===== src/rtl/diffusion_err_store_pkg.sv =====
// Shared types and lane helpers for the chroma error-diffusion store stage.
package diffusion_err_pkg;

    typedef enum logic [1:0] {
        OpStore   = 2'd0,
        OpLoad    = 2'd1,
        OpClrLeft = 2'd2,
        OpClrTop  = 2'd3
    } op_e;

    typedef enum logic [2:0] {
        StIdle,
        StStore,
        StLoadRd,
        StLoadCap,
        StClrL,
        StClrT
    } state_e;

    // Lane of channel c, error k within the packed derr input.
    function automatic int unsigned derr_lane(int unsigned c, int unsigned k);
        return c * 3 + k;
    endfunction

    // Lane of channel c, carry j within the packed left/top carry buses.
    function automatic int unsigned carry_lane(int unsigned c, int unsigned j);
        return c * 2 + j;
    endfunction

endpackage


===== src/rtl/diffusion_err_store_if.sv =====
// Command and row-RAM bus of the error-diffusion store stage.
interface diffusion_err_store_if
    import diffusion_err_pkg::*;
#(
    parameter int unsigned NUM_CH = 2,
    parameter int unsigned ERR_W  = 8,
    parameter int unsigned ADDR_W = 10
);
    logic                       start;
    op_e                        op;
    logic [ADDR_W-1:0]          x;
    logic [ADDR_W-1:0]          mb_w;
    logic [NUM_CH*3*ERR_W-1:0]  derr;
    logic [NUM_CH*2*ERR_W-1:0]  left_derr;
    logic [NUM_CH*2*ERR_W-1:0]  top_derr_q;
    logic                       ram_en;
    logic                       ram_we;
    logic [ADDR_W-1:0]          ram_addr;
    logic [NUM_CH*2*ERR_W-1:0]  ram_wdata;
    logic [NUM_CH*2*ERR_W-1:0]  ram_rdata;
    logic                       busy;
    logic                       done;

    modport slave (
        input  start, op, x, mb_w, derr, ram_rdata,
        output left_derr, top_derr_q, ram_en, ram_we, ram_addr, ram_wdata, busy, done
    );

    modport master (
        output start, op, x, mb_w, derr, ram_rdata,
        input  left_derr, top_derr_q, ram_en, ram_we, ram_addr, ram_wdata, busy, done
    );
endinterface


===== src/rtl/diffusion_err_store_derr_split.sv =====
// Splits one channel's three diffusion errors into left and top carries.
module derr_split #(
    parameter int unsigned ERR_W = 8
) (
    input  logic signed [ERR_W-1:0] i_e0,
    input  logic signed [ERR_W-1:0] i_e1,
    input  logic signed [ERR_W-1:0] i_e2,
    output logic signed [ERR_W-1:0] o_left0,
    output logic signed [ERR_W-1:0] o_left1,
    output logic signed [ERR_W-1:0] o_top0,
    output logic signed [ERR_W-1:0] o_top1
);
    logic signed [ERR_W+1:0] w_e2_ext;
    logic signed [ERR_W+1:0] w_e2_x3;
    logic signed [ERR_W+1:0] w_e2_sh;
    logic        [1:0]       w_unused_hi;

    // 3*e2 needs two extra bits; the floor shift brings it back into ERR_W range.
    assign w_e2_ext = {{2{i_e2[ERR_W-1]}}, i_e2};
    assign w_e2_x3  = w_e2_ext + (w_e2_ext <<< 1);
    assign w_e2_sh  = w_e2_x3 >>> 2;
    assign {w_unused_hi, o_left1} = w_e2_sh;

    assign o_left0 = i_e0;
    assign o_top0  = i_e1;
    assign o_top1  = i_e2 - o_left1;
endmodule


===== src/rtl/diffusion_err_store.sv =====
// Error-diffusion store stage: splits carries, keeps left carries, moves top
// carries to/from the external row RAM and clears it on request.
module diffusion_err_store
    import diffusion_err_pkg::*;
#(
    parameter int unsigned NUM_CH = 2,
    parameter int unsigned ERR_W  = 8,
    parameter int unsigned ADDR_W = 10
) (
    input  logic                  clk,
    input  logic                  rst_n,
    diffusion_err_store_if.slave  bus
);
    localparam int unsigned CarryW = NUM_CH * 2 * ERR_W;

    logic [CarryW-1:0] w_left;
    logic [CarryW-1:0] w_top;

    state_e            r_state;
    logic              r_busy;
    logic              r_done;
    logic              r_ram_en;
    logic              r_ram_we;
    logic [ADDR_W-1:0] r_ram_addr;
    logic [CarryW-1:0] r_ram_wdata;
    logic [CarryW-1:0] r_left;
    logic [CarryW-1:0] r_top;
    logic [ADDR_W-1:0] r_mb_w;

    for (genvar c = 0; c < NUM_CH; c++) begin : g_ch
        derr_split #(
            .ERR_W (ERR_W)
        ) u_split (
            .i_e0    (bus.derr[derr_lane(c, 0)*ERR_W +: ERR_W]),
            .i_e1    (bus.derr[derr_lane(c, 1)*ERR_W +: ERR_W]),
            .i_e2    (bus.derr[derr_lane(c, 2)*ERR_W +: ERR_W]),
            .o_left0 (w_left[carry_lane(c, 0)*ERR_W +: ERR_W]),
            .o_left1 (w_left[carry_lane(c, 1)*ERR_W +: ERR_W]),
            .o_top0  (w_top[carry_lane(c, 0)*ERR_W +: ERR_W]),
            .o_top1  (w_top[carry_lane(c, 1)*ERR_W +: ERR_W])
        );
    end

    // Command FSM; every output is registered so strobes line up with the state.
    always_ff @(posedge clk or negedge rst_n) begin
        if (!rst_n) begin
            r_state     <= StIdle;
            r_busy      <= 1'b0;
            r_done      <= 1'b0;
            r_ram_en    <= 1'b0;
            r_ram_we    <= 1'b0;
            r_ram_addr  <= '0;
            r_ram_wdata <= '0;
            r_left      <= '0;
            r_top       <= '0;
            r_mb_w      <= '0;
        end else begin
            unique case (r_state)
                StIdle: begin
                    if (bus.start) begin
                        r_busy <= 1'b1;
                        unique case (bus.op)
                            OpStore: begin
                                r_ram_en    <= 1'b1;
                                r_ram_we    <= 1'b1;
                                r_ram_addr  <= bus.x;
                                r_ram_wdata <= w_top;
                                r_left      <= w_left;
                                r_done      <= 1'b1;
                                r_state     <= StStore;
                            end
                            OpLoad: begin
                                r_ram_en   <= 1'b1;
                                r_ram_we   <= 1'b0;
                                r_ram_addr <= bus.x;
                                r_state    <= StLoadRd;
                            end
                            OpClrLeft: begin
                                r_left  <= '0;
                                r_done  <= 1'b1;
                                r_state <= StClrL;
                            end
                            OpClrTop: begin
                                // mb_w of 0 completes at once without touching the RAM.
                                r_mb_w      <= bus.mb_w;
                                r_ram_addr  <= '0;
                                r_ram_wdata <= '0;
                                r_ram_en    <= (bus.mb_w != '0);
                                r_ram_we    <= (bus.mb_w != '0);
                                r_done      <= (bus.mb_w <= ADDR_W'(1));
                                r_state     <= StClrT;
                            end
                        endcase
                    end
                end
                StStore, StClrL, StLoadCap: begin
                    r_ram_en <= 1'b0;
                    r_ram_we <= 1'b0;
                    r_done   <= 1'b0;
                    r_busy   <= 1'b0;
                    r_state  <= StIdle;
                end
                StLoadRd: begin
                    // First cycle drops the strobe; second cycle has valid read data.
                    if (r_ram_en) begin
                        r_ram_en <= 1'b0;
                    end else begin
                        r_top   <= bus.ram_rdata;
                        r_done  <= 1'b1;
                        r_state <= StLoadCap;
                    end
                end
                StClrT: begin
                    if (r_done) begin
                        r_ram_en <= 1'b0;
                        r_ram_we <= 1'b0;
                        r_done   <= 1'b0;
                        r_busy   <= 1'b0;
                        r_state  <= StIdle;
                    end else begin
                        r_ram_addr <= r_ram_addr + ADDR_W'(1);
                        r_done     <= (r_ram_addr + ADDR_W'(2) == r_mb_w);
                    end
                end
                default: r_state <= StIdle;
            endcase
        end
    end

    assign bus.busy       = r_busy;
    assign bus.done       = r_done;
    assign bus.ram_en     = r_ram_en;
    assign bus.ram_we     = r_ram_we;
    assign bus.ram_addr   = r_ram_addr;
    assign bus.ram_wdata  = r_ram_wdata;
    assign bus.left_derr  = r_left;
    assign bus.top_derr_q = r_top;
endmodule


===== src/flat_wrapper.sv =====
// flat-port wrapper written by rule: the top's interface ports become plain ports
module diffusion_err_store_flat import diffusion_err_pkg::*;
#(
    parameter int unsigned NUM_CH = 2,
    parameter int unsigned ERR_W  = 8,
    parameter int unsigned ADDR_W = 10
)
  (clk, rst_n, bus_start, bus_op, bus_x, bus_mb_w, bus_derr, bus_ram_rdata, bus_left_derr, bus_top_derr_q, bus_ram_en, bus_ram_we, bus_ram_addr, bus_ram_wdata, bus_busy, bus_done);
  diffusion_err_store_if #(.NUM_CH(NUM_CH), .ERR_W(ERR_W), .ADDR_W(ADDR_W)) bus_i ();
  input  logic clk;
  input  logic rst_n;
  input wire logic [$bits(bus_i.start)-1:0] bus_start;
  input wire logic [$bits(bus_i.op)-1:0] bus_op;
  input wire logic [$bits(bus_i.x)-1:0] bus_x;
  input wire logic [$bits(bus_i.mb_w)-1:0] bus_mb_w;
  input wire logic [$bits(bus_i.derr)-1:0] bus_derr;
  input wire logic [$bits(bus_i.ram_rdata)-1:0] bus_ram_rdata;
  output wire logic [$bits(bus_i.left_derr)-1:0] bus_left_derr;
  output wire logic [$bits(bus_i.top_derr_q)-1:0] bus_top_derr_q;
  output wire logic [$bits(bus_i.ram_en)-1:0] bus_ram_en;
  output wire logic [$bits(bus_i.ram_we)-1:0] bus_ram_we;
  output wire logic [$bits(bus_i.ram_addr)-1:0] bus_ram_addr;
  output wire logic [$bits(bus_i.ram_wdata)-1:0] bus_ram_wdata;
  output wire logic [$bits(bus_i.busy)-1:0] bus_busy;
  output wire logic [$bits(bus_i.done)-1:0] bus_done;
  assign bus_i.start = bus_start;
  assign bus_i.op = bus_op;
  assign bus_i.x = bus_x;
  assign bus_i.mb_w = bus_mb_w;
  assign bus_i.derr = bus_derr;
  assign bus_i.ram_rdata = bus_ram_rdata;
  assign bus_left_derr = bus_i.left_derr;
  assign bus_top_derr_q = bus_i.top_derr_q;
  assign bus_ram_en = bus_i.ram_en;
  assign bus_ram_we = bus_i.ram_we;
  assign bus_ram_addr = bus_i.ram_addr;
  assign bus_ram_wdata = bus_i.ram_wdata;
  assign bus_busy = bus_i.busy;
  assign bus_done = bus_i.done;
  diffusion_err_store #(.NUM_CH(NUM_CH), .ERR_W(ERR_W), .ADDR_W(ADDR_W)) u_core (.clk(clk), .rst_n(rst_n), .bus(bus_i));
endmodule

===== config.mk =====
export PLATFORM = sky130hd
export DESIGN_NAME = diffusion_err_store_flat
export DESIGN_NICKNAME = d
export VERILOG_FILES = /design/src/rtl/diffusion_err_store_pkg.sv /design/src/rtl/diffusion_err_store_if.sv /design/src/rtl/diffusion_err_store_derr_split.sv /design/src/rtl/diffusion_err_store.sv /design/src/flat_wrapper.sv
export SDC_FILE = /design/constraint.sdc
export NUM_CORES = 1
export LEC_CHECK = 0
export BUFFER_PORTS_ARGS = -buffer_cell sky130_fd_sc_hd__buf_2
export CAP_MARGIN = 20
export CORE_UTILIZATION = 37
export CTS_CLUSTER_SIZE = 40
export DETAILED_ROUTE_END_ITERATION = 10
export GPL_TIMING_DRIVEN = 0
export REMOVE_ABC_BUFFERS = 1
export SYNTH_ARGS = -nofsm -noshare
export SYNTH_HDL_FRONTEND = slang
export SYNTH_SLANG_ARGS = --single-unit

===== constraint.sdc =====
create_clock -name clk -period 2.2 [get_ports clk]
set_input_delay 0.33 -clock clk [delete_from_list [all_inputs] [get_ports clk]]
set_output_delay 0.33 -clock clk [all_outputs]
set_load 0.02 [all_outputs]

After elaboration in Yosys (flattened, before gate mapping)
Cells that the tools add are included.
{"block": "totals", "reg_bits": 123, "in_bits": 105, "output_inout_bits": 110, "elab_cells": 82}
{"block": "classes", "addsub": 6, "magnitude_cmp": 1, "eq_ne": 16, "mux": 25, "bitwise": 1, "n_reduce_logical": 23}
{"op": "32-bit case mux with 2 select lines", "count": 2}
{"op": "10-bit case mux with 2 select lines", "count": 2}
{"op": "8-bit by 9-bit adder with 10-bit output", "count": 2}
{"op": "10-bit 2-to-1 mux", "count": 2}
{"op": "4-bit AND reduction", "count": 4}
{"op": "8-bit subtractor", "count": 2}
{"op": "3-bit AND reduction", "count": 5}
{"op": "1-bit case mux with 3 select lines", "count": 4}
{"op": "3-bit case mux with 4 select lines", "count": 1}
{"op": "10-bit by 1-bit adder with 10-bit output (second input constant)", "count": 1}
{"op": "10-bit by 2-bit adder with 10-bit output (second input constant)", "count": 1}
{"op": "10-bit equality test", "count": 1}
{"op": "10-bit by 1-bit <= comparator with 1-bit output (second input constant)", "count": 1}
{"op": "10-bit nonzero test", "count": 1}
{"op": "3-bit 2-to-1 mux", "count": 3}
{"op": "3-bit case mux with 3 select lines", "count": 1}
{"op": "1-bit 2-to-1 mux", "count": 7}
{"op": "3-bit by 2-bit equality test with 1-bit output (second input constant)", "count": 2}
{"op": "3-bit equality test (second input constant)", "count": 2}
{"op": "2-bit != test (second input constant)", "count": 3}
{"op": "3-bit != test (second input constant)", "count": 2}
{"op": "2-bit nonzero test", "count": 3}
{"op": "3-bit nonzero test", "count": 2}
{"op": "2-bit equality test (second input constant)", "count": 2}
{"op": "14 further kinds", "count": 16}

Longest topological paths before layout
{"block": "logic_depth", "depth_word": 5, "mapped_depth": 12, "ltp_nobuf": 12}

By module
A second synthesis with hierarchy kept.
{"block": "unflattened", "hier_cells": 763, "hier_area_um2": 7328.3}
{"mod": "diffusion_err_store", "instances": 1, "cells_per_inst": 553, "area_per_inst_um2": 5686.7, "seq_area_each_um2": 3078.0}
{"mod": "derr_split (u_core.g_ch[1].u_split)", "instances": 1, "cells_per_inst": 105, "area_per_inst_um2": 828.3, "seq_area_each_um2": 0.0}
{"mod": "derr_split (u_core.g_ch[0].u_split)", "instances": 1, "cells_per_inst": 105, "area_per_inst_um2": 813.3, "seq_area_each_um2": 0.0}

Worst setup path after synthesis
Ideal clock, no wire load.
{"block": "synth_timing", "kind": "input-to-reg", "from": "input bus_derr[41]", "to": "register u_core.r_ram_wdata[30], in the netlist u_core.bus.ram_wdata[30]", "setup_time_ns": 0.129, "t_arrival_ns": 2.522, "required_ns": 2.071, "path_slack_ns": -0.450, "path_stages": 12, "path_buffers": 0, "path_cell_list": "and2_1 fa_1 a21o_1 a21oi_1 o21bai_1 a21oi_1 xor2_1 ha_1 a21o_1 a31oi_1 xor2_1 o21ai_0"}
{"block": "synth_via", "elab_chain_cells": 3}
{"element": "from (decl)", "line": "flat_wrapper.sv:16", "rtl": "input wire logic [$bits(bus_i.derr)-1:0] bus_derr;"}
{"element": "8-bit by 9-bit adder with 10-bit output", "line": "diffusion_err_store_derr_split.sv:20", "rtl": "assign w_e2_x3 = w_e2_ext + (w_e2_ext <<< 1);"}
{"element": "8-bit subtractor (*)", "line": "diffusion_err_store_derr_split.sv:26", "rtl": "assign o_top1 = i_e2 - o_left1;"}
{"element": "32-bit case mux with 2 select lines (*)", "line": "diffusion_err_store.sv:62", "rtl": "unique case (bus.op)"}
{"element": "to (signal assigned)", "line": "diffusion_err_store.sv:67", "rtl": "r_ram_wdata <= w_top;"}
{"element": "to (decl)", "line": "diffusion_err_store.sv:25", "rtl": "logic [CarryW-1:0] r_ram_wdata;"}
Mark *: on every way between the ends. The rest lies on a longest branch, timed or not.
A chain may end at the register's enable or synchronous reset.

Final worst setup path
{"block": "layout_timing", "from": "input bus_derr[16]", "to": "register u_core.r_ram_wdata[14], in the netlist u_core.bus.ram_wdata[14]"}
The elaborated chain is that of the path after synthesis.

==> run summary <==
Rel. slew slack: 43.9%
detailed-route via count: 5,443
area leader, netlist: sky130_fd_sc_hd__dfrtp_1
standby leakage power: 0.00429 uW
clock skew: 0.00567 ns
relative area change from synthesis to final layout: 34.6%
via count of the first global-routing pass: 5,290
max-slew violations: 0
remaining global-route overflow: 0
Required @ worst endpoint: 2.49 ns
worst hold path type: in2reg
ratio of cells with drive above 1 in the final layout: 40.1%
HPWL after detailed placement: 11,800 um
total of buffers placed on input and output ports: 214
total number of H-tree levels: 4
combined area of all synthesized cells: 0.00645 mm^2
Layout fillers: 1,600
startpoint of the most critical register-to-register path: u_core.r_state[1]
via-per-instance ratio: 4.97
Hold Slack: 0.151 ns
number of rows created at floorplan: 47
Total Routed Length: 16,800 um
peak ir drop on the vdd network: 0.680 mV
Worst Setup End Kind: register
status: complete, but fails checks
first-pass GRT wire length: 26,500 um
net switching fraction of the power: 40.6%
Clock Sink Count: 123
min setup slack post-route: -0.173 ns
Multi-input gate area: 0.00330 mm^2
clk buf depth: 2
Clock transition at path regs: 0.06 ns
share of power burned in registers: 34.5%
share of the yosys chip area belonging to registers: 47.7%
cell chosen for the clock root: sky130_fd_sc_hd__clkbuf_16
detailed-route wire length per cell: 15.3 um
failing checks: setup timing
ANT nets after route: 0
gr usage total: 18.8%
xor/xnor cell area share of the yosys netlist: 4.48%
floorplan die height: 134 um
worst reg2reg endpoint: u_core.bus.ram_wdata[26]
min-delay src: bus_ram_rdata[29]
I/O pins: 215
main combinational cell family by area after synthesis: simple AND/OR/NAND/NOR gates
post-route setup TNS: -0.341 ns
element type at the critical path start: input port
leading cell type in the layout, fill and taps excluded: sky130_fd_sc_hd__buf_2
Total Die Area: 0.0180 mm^2
first drt pass iteration count: 4
TritonCTS clock tree: built
transition time at the pin with the least slew margin: 0.841 ns
number of enable-type register cells in the synthesized netlist: 0
Initial Utilization: 38.4%
portion of netlist area occupied by mux cells: 7.51%
Synthesis Warnings: 0
Synth Area in Compound Gates: 14.4%
post-synthesis sequential element count: 123
clock period minus final worst setup slack: 2.37 ns
Core Footprint: 0.0168 mm^2
number of distinct standard cells referenced by the synthesized netlist: 47
areal power density over the cells: 1370 mW/mm^2
type of the setup path with the least slack: in2reg
data arrival time of the worst path: 2.66 ns
fraction of synthesized cell area taken by the top area cell type: 47.7%
maximum number of pins on one net before global-route repair: 70
share of total power in combinational logic: 43.3%
Synth Area in Simple Gates: 15.0%
Power Internal: 7070 uW
net count of the finished layout: 1,004
Residual DRC: 0
number of antenna violations at the first check in global routing: 0
end of the worst hold path: u_core.bus.top_derr_q[29]
Highest Clock Rate: 421 MHz
number of instances in the synthesized netlist: 631
max capacitance violation total: 0
die span in x: 134 um
final hold violations: 0
top flip-flop cell by instance count after synthesis: sky130_fd_sc_hd__dfrtp_1
starting DRC count in detailed routing: 134
Final setup viols: 3
routability congestion estimate from global placement: 0.774
Net Switching: 4840 uW
post-placement worst setup slack: -0.922 ns
area used by sequential logic in the layout: 0.00308 mm^2
antenna diode instance count: 0
largest cells by area after synthesis: sky130_fd_sc_hd__dfrtp_1 (48%), sky130_fd_sc_hd__mux2_2 (7.5%), sky130_fd_sc_hd__ha_1 (6.4%), sky130_fd_sc_hd__o21ai_0 (5.2%), sky130_fd_sc_hd__nand2_1 (4.5%)
clock network latency to the later pin of the worst-skew pair: 0.41 ns
Inserted Clock Buffers: 17
flop-to-flop setup slack: 0.13 ns
unrepaired setup endpoints after global routing: yes
share of power burned in the clock network: 22.2%
Worst R2R Path Depth: 3
FFs w/ async S/R, synth: 100%
worst hold path stage count: 2
commonest cells after routing, fill and taps aside: sky130_fd_sc_hd__buf_2 (209), sky130_fd_sc_hd__dfrtp_1 (123), sky130_fd_sc_hd__nand2_1 (78), sky130_fd_sc_hd__o21ai_0 (62), sky130_fd_sc_hd__nand2b_1 (44)
Mapped Avg Cell Area: 10.2 um^2
adder-cell share of the synthesized area: 7.64%
Period Utilization, post-route: 108%
critical-path maximum fanout: 2
[cell usage after synthesis, drive strengths merged, types with 2 or more instances]
library cell  count
dfrtp           123
nand2            78
o21ai            68
nand2b           44
mux2             43
ha               33
a21oi            32
clkbuf           24
xnor2            24
nor2             19
inv              16
o31ai            16
a21o             12
buf              10
nor2b            10
nor3              9
xor2              9
a31oi             6
nand3             6
nor3b             5
nor4              5
or3               5
a31o              4
fa                4
nand4             3
o41ai             3
and2              2
and3              2
o21bai            2
o22ai             2
o2bb2ai           2
[registers in the layout (all words and copies together), names as in the netlist]
name and count:
u_core.bus.ram_en 1, u_core.bus.ram_wdata 32, u_core.bus.done 1, u_core.bus.left_derr 32, u_core.bus.top_derr_q 32, u_core.bus.ram_we 1
u_core.r_state 3, u_core.bus.busy 1, u_core.r_mb_w 10, u_core.bus.ram_addr 10
[metrics by stage]
stage | util [%] | area (um^2) | power, uW | cells
final | 51.6 | 8690 | 11900 | 1095
after global routing | 51.6 | 8690 | 12800 | 1095
after CTS | 50.6 | 8510 | 11900 | 1085
after detailed placement | 46.2 | 7770 | 9100 | 1039
after global placement | 45.5 | 7640 | 8980 | 1031
after floorplan | - | 6300 | 7310 | 597
[layout make-up]
class / instances / area share, %
inverters: 16 / 0.691
multi-input cells: 460 / 38.0
clock inverters: 14 / 1.41
clock buffers: 18 / 5.06
repair buffers: 244 / 16.3
well taps: 220 / 3.17
flip-flops and latches: 123 / 35.4
[routing by layer]
layer  global-route usage (%)  share of wire, %  vias to the layer above
met4                     5.93               1.1                        0
met5                        0                 0                        -
li1                         -                 -                     2675
met3                     6.20               7.7                       14
met2                     32.2                49                      174
met1                     22.4                42                     2580
[cell families after synthesis]
family | Yosys count
buffers and inverters | 50
AOI/OAI and AO/OA | 154
adders and majority gates | 37
and+or+nand+nor | 191
xor gates and xnor gates | 33
DFF | 123
muxes | 43
[power groups by stage]
stage               Clock (uW)  Combinational [uW]  Sequential [uW]
floorplan                    0                2090             5210
CTS                       2730                5080             4110
global placement             0                4890             4090
detailed placement           0                4980             4120
global route              2820                5670             4280
finish                    2640                5160             4110
[critical path: stages]
cell and delay [ns]:
sky130_fd_sc_hd__buf_6 0.09, sky130_fd_sc_hd__and2_4 0.15, sky130_fd_sc_hd__fa_2 0.38, sky130_fd_sc_hd__a21o_1 0.18, sky130_fd_sc_hd__a21oi_2 0.14, sky130_fd_sc_hd__o21bai_1 0.11, sky130_fd_sc_hd__a21oi_2 0.14, sky130_fd_sc_hd__xor2_1 0.23
sky130_fd_sc_hd__ha_1 0.29, sky130_fd_sc_hd__a21o_1 0.19, sky130_fd_sc_hd__a31oi_2 0.18, sky130_fd_sc_hd__xor2_1 0.17, sky130_fd_sc_hd__o21ai_1 0.08
[worst max path at each step]
stage	start	to	slack, ns	cells past startpoint
detailed placement	bus_derr[17]	u_core.bus.ram_wdata[14]	-0.92	13
global route	bus_derr[16]	u_core.bus.ram_wdata[14]	-0.29	13
CTS	bus_derr[16]	u_core.bus.ram_wdata[14]	-0.13	13
floorplan	bus_op[0]	u_core.bus.left_derr[14]	-1.51	5
global placement	bus_op[0]	u_core.bus.left_derr[14]	-3.33	6
finish	bus_derr[16]	u_core.bus.ram_wdata[14]	-0.17	13
[repair_timing]
item,4_1_cts,5_1_grt
endpoints found under the hold margin,68,0
pin swaps,25,17
cloned,1,1
hold buffers,1,0
endpoints found under the setup margin,44,50
buffers inserted,12,9
resized for setup,23,14
Power figures use the tool's default switching activity.
